$ cat src/rtl/counter_pkg.sv
// Shared encodings for the 4-bit counter stage and its downstream event logger.
package counter_pkg;

    typedef enum logic [1:0] {
        MODE_UP   = 2'b00,
        MODE_DOWN = 2'b01,
        MODE_UP3  = 2'b10,
        MODE_LOAD = 2'b11
    } mode_e;

    typedef enum logic [1:0] {
        EV_RCO  = 2'b01,
        EV_LOAD = 2'b10,
        EV_BOTH = 2'b11
    } ev_type_e;

    localparam int EV_W = 8;
    localparam int HI_W = 12;

    // Only meaningful when at least one of load/rco is set.
    function automatic ev_type_e ev_type(input logic load, input logic rco);
        return ev_type_e'({load, rco});
    endfunction

endpackage

$ cat src/rtl/event_fifo.sv
// Synchronous FIFO with a registered head output; the head is valid whenever
// o_empty is low. The caller must not push into a full FIFO without a pop.
module event_fifo #(
    parameter int DEPTH = 4,
    parameter int WIDTH = 8
) (
    input  logic             clk,
    input  logic             rst_n,
    input  logic             i_push,
    input  logic [WIDTH-1:0] i_data,
    input  logic             i_pop,
    output logic [WIDTH-1:0] o_data,
    output logic             o_empty,
    output logic             o_full
);
    localparam int AW = (DEPTH > 1) ? $clog2(DEPTH) : 1;

    logic [WIDTH-1:0] r_mem [DEPTH];
    logic [AW-1:0]    r_wr_ptr;
    logic [AW-1:0]    r_rd_ptr;
    logic [AW:0]      r_count;
    logic [WIDTH-1:0] r_data;
    logic [AW-1:0]    w_rd_next;

    assign w_rd_next = r_rd_ptr + AW'(1);
    assign o_empty   = (r_count == '0);
    assign o_full    = (r_count == (AW+1)'(DEPTH));
    assign o_data    = r_data;

    always_ff @(posedge clk) begin
        if (i_push) begin
            r_mem[r_wr_ptr] <= i_data;
        end
    end

    always_ff @(posedge clk or negedge rst_n) begin
        if (!rst_n) begin
            r_wr_ptr <= '0;
            r_rd_ptr <= '0;
            r_count  <= '0;
            r_data   <= '0;
        end else begin
            if (i_push) begin
                r_wr_ptr <= r_wr_ptr + AW'(1);
            end
            if (i_pop) begin
                r_rd_ptr <= w_rd_next;
            end
            if (i_push && !i_pop) begin
                r_count <= r_count + (AW+1)'(1);
            end else if (i_pop && !i_push) begin
                r_count <= r_count - (AW+1)'(1);
            end
            // Head register: next stored entry on pop, or bypass the push into an emptying FIFO.
            if (i_pop) begin
                if (r_count > (AW+1)'(1)) begin
                    r_data <= r_mem[w_rd_next];
                end else if (i_push) begin
                    r_data <= i_data;
                end
            end else if (i_push && o_empty) begin
                r_data <= i_data;
            end
        end
    end

endmodule

$ cat src/rtl/rco_event_logger.sv
// Extends the counter's Q with a 12-bit RCO-driven high part and queues RCO/LOAD
// events. Optional RCO consistency check is enabled by defining RCO_CHECK_EN.
module rco_event_logger
    import counter_pkg::*;
#(
    parameter int DEPTH = 4
) (
    input  logic            CLK,
    input  logic            RESET,
    input  logic            ENABLE,
    input  logic [1:0]      MODO,
    input  logic [3:0]      Q,
    input  logic            RCO,
    input  logic            LOAD,
    output logic [15:0]     Q_EXT,
    output logic [EV_W-1:0] EV_DATA,
    output logic            EV_VALID,
    input  logic            EV_READY,
    output logic [3:0]      OVF_CNT,
    output logic            ERR
);
    logic [HI_W-1:0] r_hi;
    logic [3:0]      r_ovf;
    logic            w_event;
    logic            w_pop;
    logic            w_push;
    logic            w_drop;
    logic            w_full;
    logic            w_empty;
    logic [EV_W-1:0] w_record;

    assign w_event  = ENABLE & (RCO | LOAD);
    assign w_pop    = EV_VALID & EV_READY;
    assign w_push   = w_event & (~w_full | w_pop);
    assign w_drop   = w_event & w_full & ~w_pop;
    assign w_record = {ev_type(LOAD, RCO), MODO, Q};
    assign EV_VALID = ~w_empty;
    assign Q_EXT    = {r_hi, Q};
    assign OVF_CNT  = r_ovf;

    always_ff @(posedge CLK or negedge RESET) begin
        if (!RESET) begin
            r_hi <= '0;
        end else if (ENABLE) begin
            if (LOAD) begin
                r_hi <= '0;
            end else if (RCO) begin
                case (MODO)
                    MODE_UP, MODE_UP3: r_hi <= r_hi + HI_W'(1);
                    MODE_DOWN:         r_hi <= r_hi - HI_W'(1);
                    default:           r_hi <= r_hi;
                endcase
            end
        end
    end

    always_ff @(posedge CLK or negedge RESET) begin
        if (!RESET) begin
            r_ovf <= '0;
        end else if (w_drop && (r_ovf != 4'hF)) begin
            r_ovf <= r_ovf + 4'd1;
        end
    end

    event_fifo #(
        .DEPTH (DEPTH),
        .WIDTH (EV_W)
    ) u_fifo (
        .clk     (CLK),
        .rst_n   (RESET),
        .i_push  (w_push),
        .i_data  (w_record),
        .i_pop   (w_pop),
        .o_data  (EV_DATA),
        .o_empty (w_empty),
        .o_full  (w_full)
    );

`ifdef RCO_CHECK_EN
    logic w_rco_bad;
    logic r_err;

    always_comb begin
        w_rco_bad = 1'b0;
        if (ENABLE && RCO && !LOAD) begin
            case (MODO)
                MODE_UP:   w_rco_bad = (Q != 4'hF);
                MODE_DOWN: w_rco_bad = (Q != 4'h0);
                MODE_UP3:  w_rco_bad = (Q < 4'hD);
                default:   w_rco_bad = 1'b0;
            endcase
        end
    end

    always_ff @(posedge CLK or negedge RESET) begin
        if (!RESET) begin
            r_err <= 1'b0;
        end else if (w_rco_bad) begin
            r_err <= 1'b1;
        end
    end

    assign ERR = r_err;
`else
    assign ERR = 1'b0;
`endif

endmodule

$ cat config.mk
export PLATFORM = sky130hd
export DESIGN_NAME = rco_event_logger
export DESIGN_NICKNAME = d
export VERILOG_FILES = /design/src/rtl/counter_pkg.sv /design/src/rtl/event_fifo.sv /design/src/rtl/rco_event_logger.sv
export SDC_FILE = /design/constraint.sdc
export NUM_CORES = 1
export LEC_CHECK = 0
export ABC_AREA = 0
export CORE_MARGIN = 2
export CORE_UTILIZATION = 60
export CTS_CLUSTER_DIAMETER = 40
export DETAILED_ROUTE_END_ITERATION = 16
export HOLD_SLACK_MARGIN = 0.12
export PLACE_DENSITY = 0.95
export SLEW_MARGIN = 10
export SYNTH_ARGS = -nofsm -noshare
export SYNTH_HDL_FRONTEND = slang
export SYNTH_HIERARCHICAL = 1
export SYNTH_SLANG_ARGS = --single-unit
$ cat constraint.sdc
create_clock -name CLK -period 4.4 [get_ports CLK]
set_input_delay 0.88 -clock CLK [delete_from_list [all_inputs] [get_ports CLK]]
set_output_delay 0.88 -clock CLK [all_outputs]
set_load 0.05 [all_outputs]
==> reports/qor.yml <==
timing_hold_violations_final: 0
crit_start: "Q[0]"
maxSlewHeadroom_pct: 52.2
hold_slack_ns: 0.483
viasPerCell: 5.93
grt_max_degree: 32
drc: 0
dr.pass1.iters: 4
holdBufCountCts: 0
yosys.area.top_type_share_pct: 28.8
run_status: "completed"
crit_chain: "clkdlybuf4s50_1 > clkdlybuf4s50_1"
drv_cap: 0
skew_ns: 0.00365
dp_hpwl_um: 4630
vias: 2283
min_path_type: "reg2reg"
cp_common_cell: "clkdlybuf4s50_1"
grt.total_usage_pct: 23.4
arrival_ns: 2.32
synth-seq-cells: 63
syn_to_final_growth_pct: 16.7
crit_path_start_kind: "input port"
gp_congestion: 0.875
grt_pass1_vias: 2231
insertion_delay_ns: 0.33
finalSetupTns_ns: 0
peakVddDrop_v: 0.000463
layout.nets: 334
wl_um: 6810
tritoncts: "done"
antenna_cells: 0
post_cts_resize_count: 0
path_clk_slew_ns: 0.06
drtIter0Drc: 119
dieArea_sq_mm: 0.00617
rows: 27
start_util_pct: 61.4
synth.area.top_cells: "edfxtp_1 29%, dfrtp_1 23%, ha_1 5.2%"
yosysWarnings: 6
yosys.area.top_type: "edfxtp_1"
cp-end-kind: "primary output"
drv_slew: 0
syn_area_per_cell_sq_um: 12.3
synth_commonest_cells: "32 x edfxtp_1, 31 x dfrtp_1, 25 x nand2_1"
cp.required_ns: 3.52
gr-total-overflow: 0
worst_pin_slew_ns: 0.710
root_buffer: "clkbuf_8"
yosysSeqAreaShare_pct: 52.0
async_flop_share_pct: 49.2
pin_count: 42
htreeDepth: 3
rsz0062_at_grt: "false"
cts_buffers: 9
synth_most_common_cell: "edfxtp_1"
fmax_mhz: 312
syn-num-nets: 298
worst-path-buf-inv: 2
ant_nets: 0
path_class: "in2out"
coreArea_sq_mm: 0.00544
antenna_found_initial: 0
p_per_area_mw_per_mm2: 602
final.period_utilization_pct: 72.8
synth.cell_area_sq_mm: 0.00334
ys_types: 61
die_w_um: 78.6
p_leak_nw: 1.57
io_buffers: 40
synth_cells: 272
period_minus_slack_ns: 3.20
worstReg2RegStart: "u_fifo/r_count[0]$_DFFE_PN0P_"
drive_gt1_share_pct: 9.58
critPathMaxFanout: 6
clock-sinks: 63
clockBufferDepth: 2
critical_path.top_delay_family: "buffers and inverters"
setup_viol_count_final: 0
synth_edf_count: 32
wl_per_cell_um: 17.7
worstHoldStart: "u_fifo/o_data[2]$_DFFE_PN0P_"
synth-main-ff-cell: "edfxtp_1"
crit_slowest_cell: "clkdlybuf4s50_1"
grt_pass1_wl_um: 10800
die_y_um: 78.6
cts_setup_buffers: 0
cpPeakStageDelay_ns: 0.85
-- state kept, by name (all words and copies together) (netlist names) --
| register | flops |
|---|---|
| u_fifo/r_mem | 32 |
| r_hi | 12 |
| u_fifo/o_data | 8 |
| OVF_CNT | 4 |
| u_fifo/r_count | 3 |
| u_fifo/r_rd_ptr | 2 |
| u_fifo/r_wr_ptr | 2 |
-- area by class of cell --
type	count	area [sq um]
fill	372	1550
tap	72	90.1
clock buffer	12	155
clock inverter	4	43.8
inverter	18	72.6
sequential	63	1740
timing repair buffer	42	415
multi-input combinational	174	1380
-- routing by layer --
layer | global-route usage (%) | vias up | part of all wire, %
li1 | - | 1067 | -
met1 | 29.8 | 1132 | 42
met2 | 38.8 | 70 | 52
met3 | 6.55 | 14 | 5.0
met4 | 7.72 | 0 | 1.7
met5 | 0 | - | 0
-- logic make-up (layout without fill, tap and decap cells) --
family | Yosys count | count (layout) | share of synthesized area [%]
fa+ha+maj | 14 | 14 | 5.25
simple gates | 67 | 67 | 10.4
flops | 63 | 63 | 52.0
xor+xnor | 12 | 12 | 3.15
other cells | 1 | 1 | 0.112
compound gates | 60 | 60 | 12.9
buf+inv | 35 | 76 | 6.60
mux | 20 | 20 | 9.60
-- power breakdown --
| part | switching [mW] | internal (mW) | total, mW | leakage (nW) |
|---|---|---|---|---|
| combinational | 0.559 | 0.370 | 0.929 | 0.780 |
| clock | 0.208 | 0.289 | 0.497 | 0.104 |
| sequential | 0.153 | 0.766 | 0.919 | 0.688 |
| total | 0.920 | 1.42 | 2.34 | 1.57 |
-- worst paths after layout --
path	cells past startpoint	slack, ns	end
max	2	1.20	Q_EXT[0]
min	2	0.48	u_fifo/o_data[2]$_DFFE_PN0P_
max reg2reg	9	1.77	u_fifo/o_data[4]$_DFFE_PN0P_
min reg2reg	2	0.48	u_fifo/o_data[2]$_DFFE_PN0P_
max in group asynchronous	2	3.15	r_hi[6]$_DFFE_PN0P_
min in group asynchronous	2	0.95	u_fifo/o_data[1]$_DFFE_PN0P_
-- through the flow --
stage	cell area, sq um	util, %	cells	total power, mW	setup slack, ns
3_5_place_dp	3690	67.9	369	1.86	1.03
6_report	3890	71.6	385	2.34	1.20
2_1_floorplan	3340	-	272	1.61	1.96
5_1_grt	3890	71.6	385	2.47	1.16
3_3_place_gp	3690	67.9	369	1.80	1.20
4_1_cts	3890	71.6	385	2.37	1.20
-- placed cells by master, fill, tap and decap left out, types with 6 or more instances in the layout --
cell type | synthesis | layout
clkdlybuf4s50_1 | 0 | 40
edfxtp_1 | 32 | 32
dfrtp_1 | 31 | 31
nand2_1 | 25 | 25
o21ai_0 | 19 | 19
inv_1 | 17 | 17
ha_1 | 14 | 14
mux2i_1 | 11 | 11
clkbuf_8 | 1 | 11
xnor2_1 | 7 | 7
a21oi_1 | 7 | 7
nand3_1 | 7 | 7
nor2_1 | 6 | 6
(Power assumes the default switching activity.)
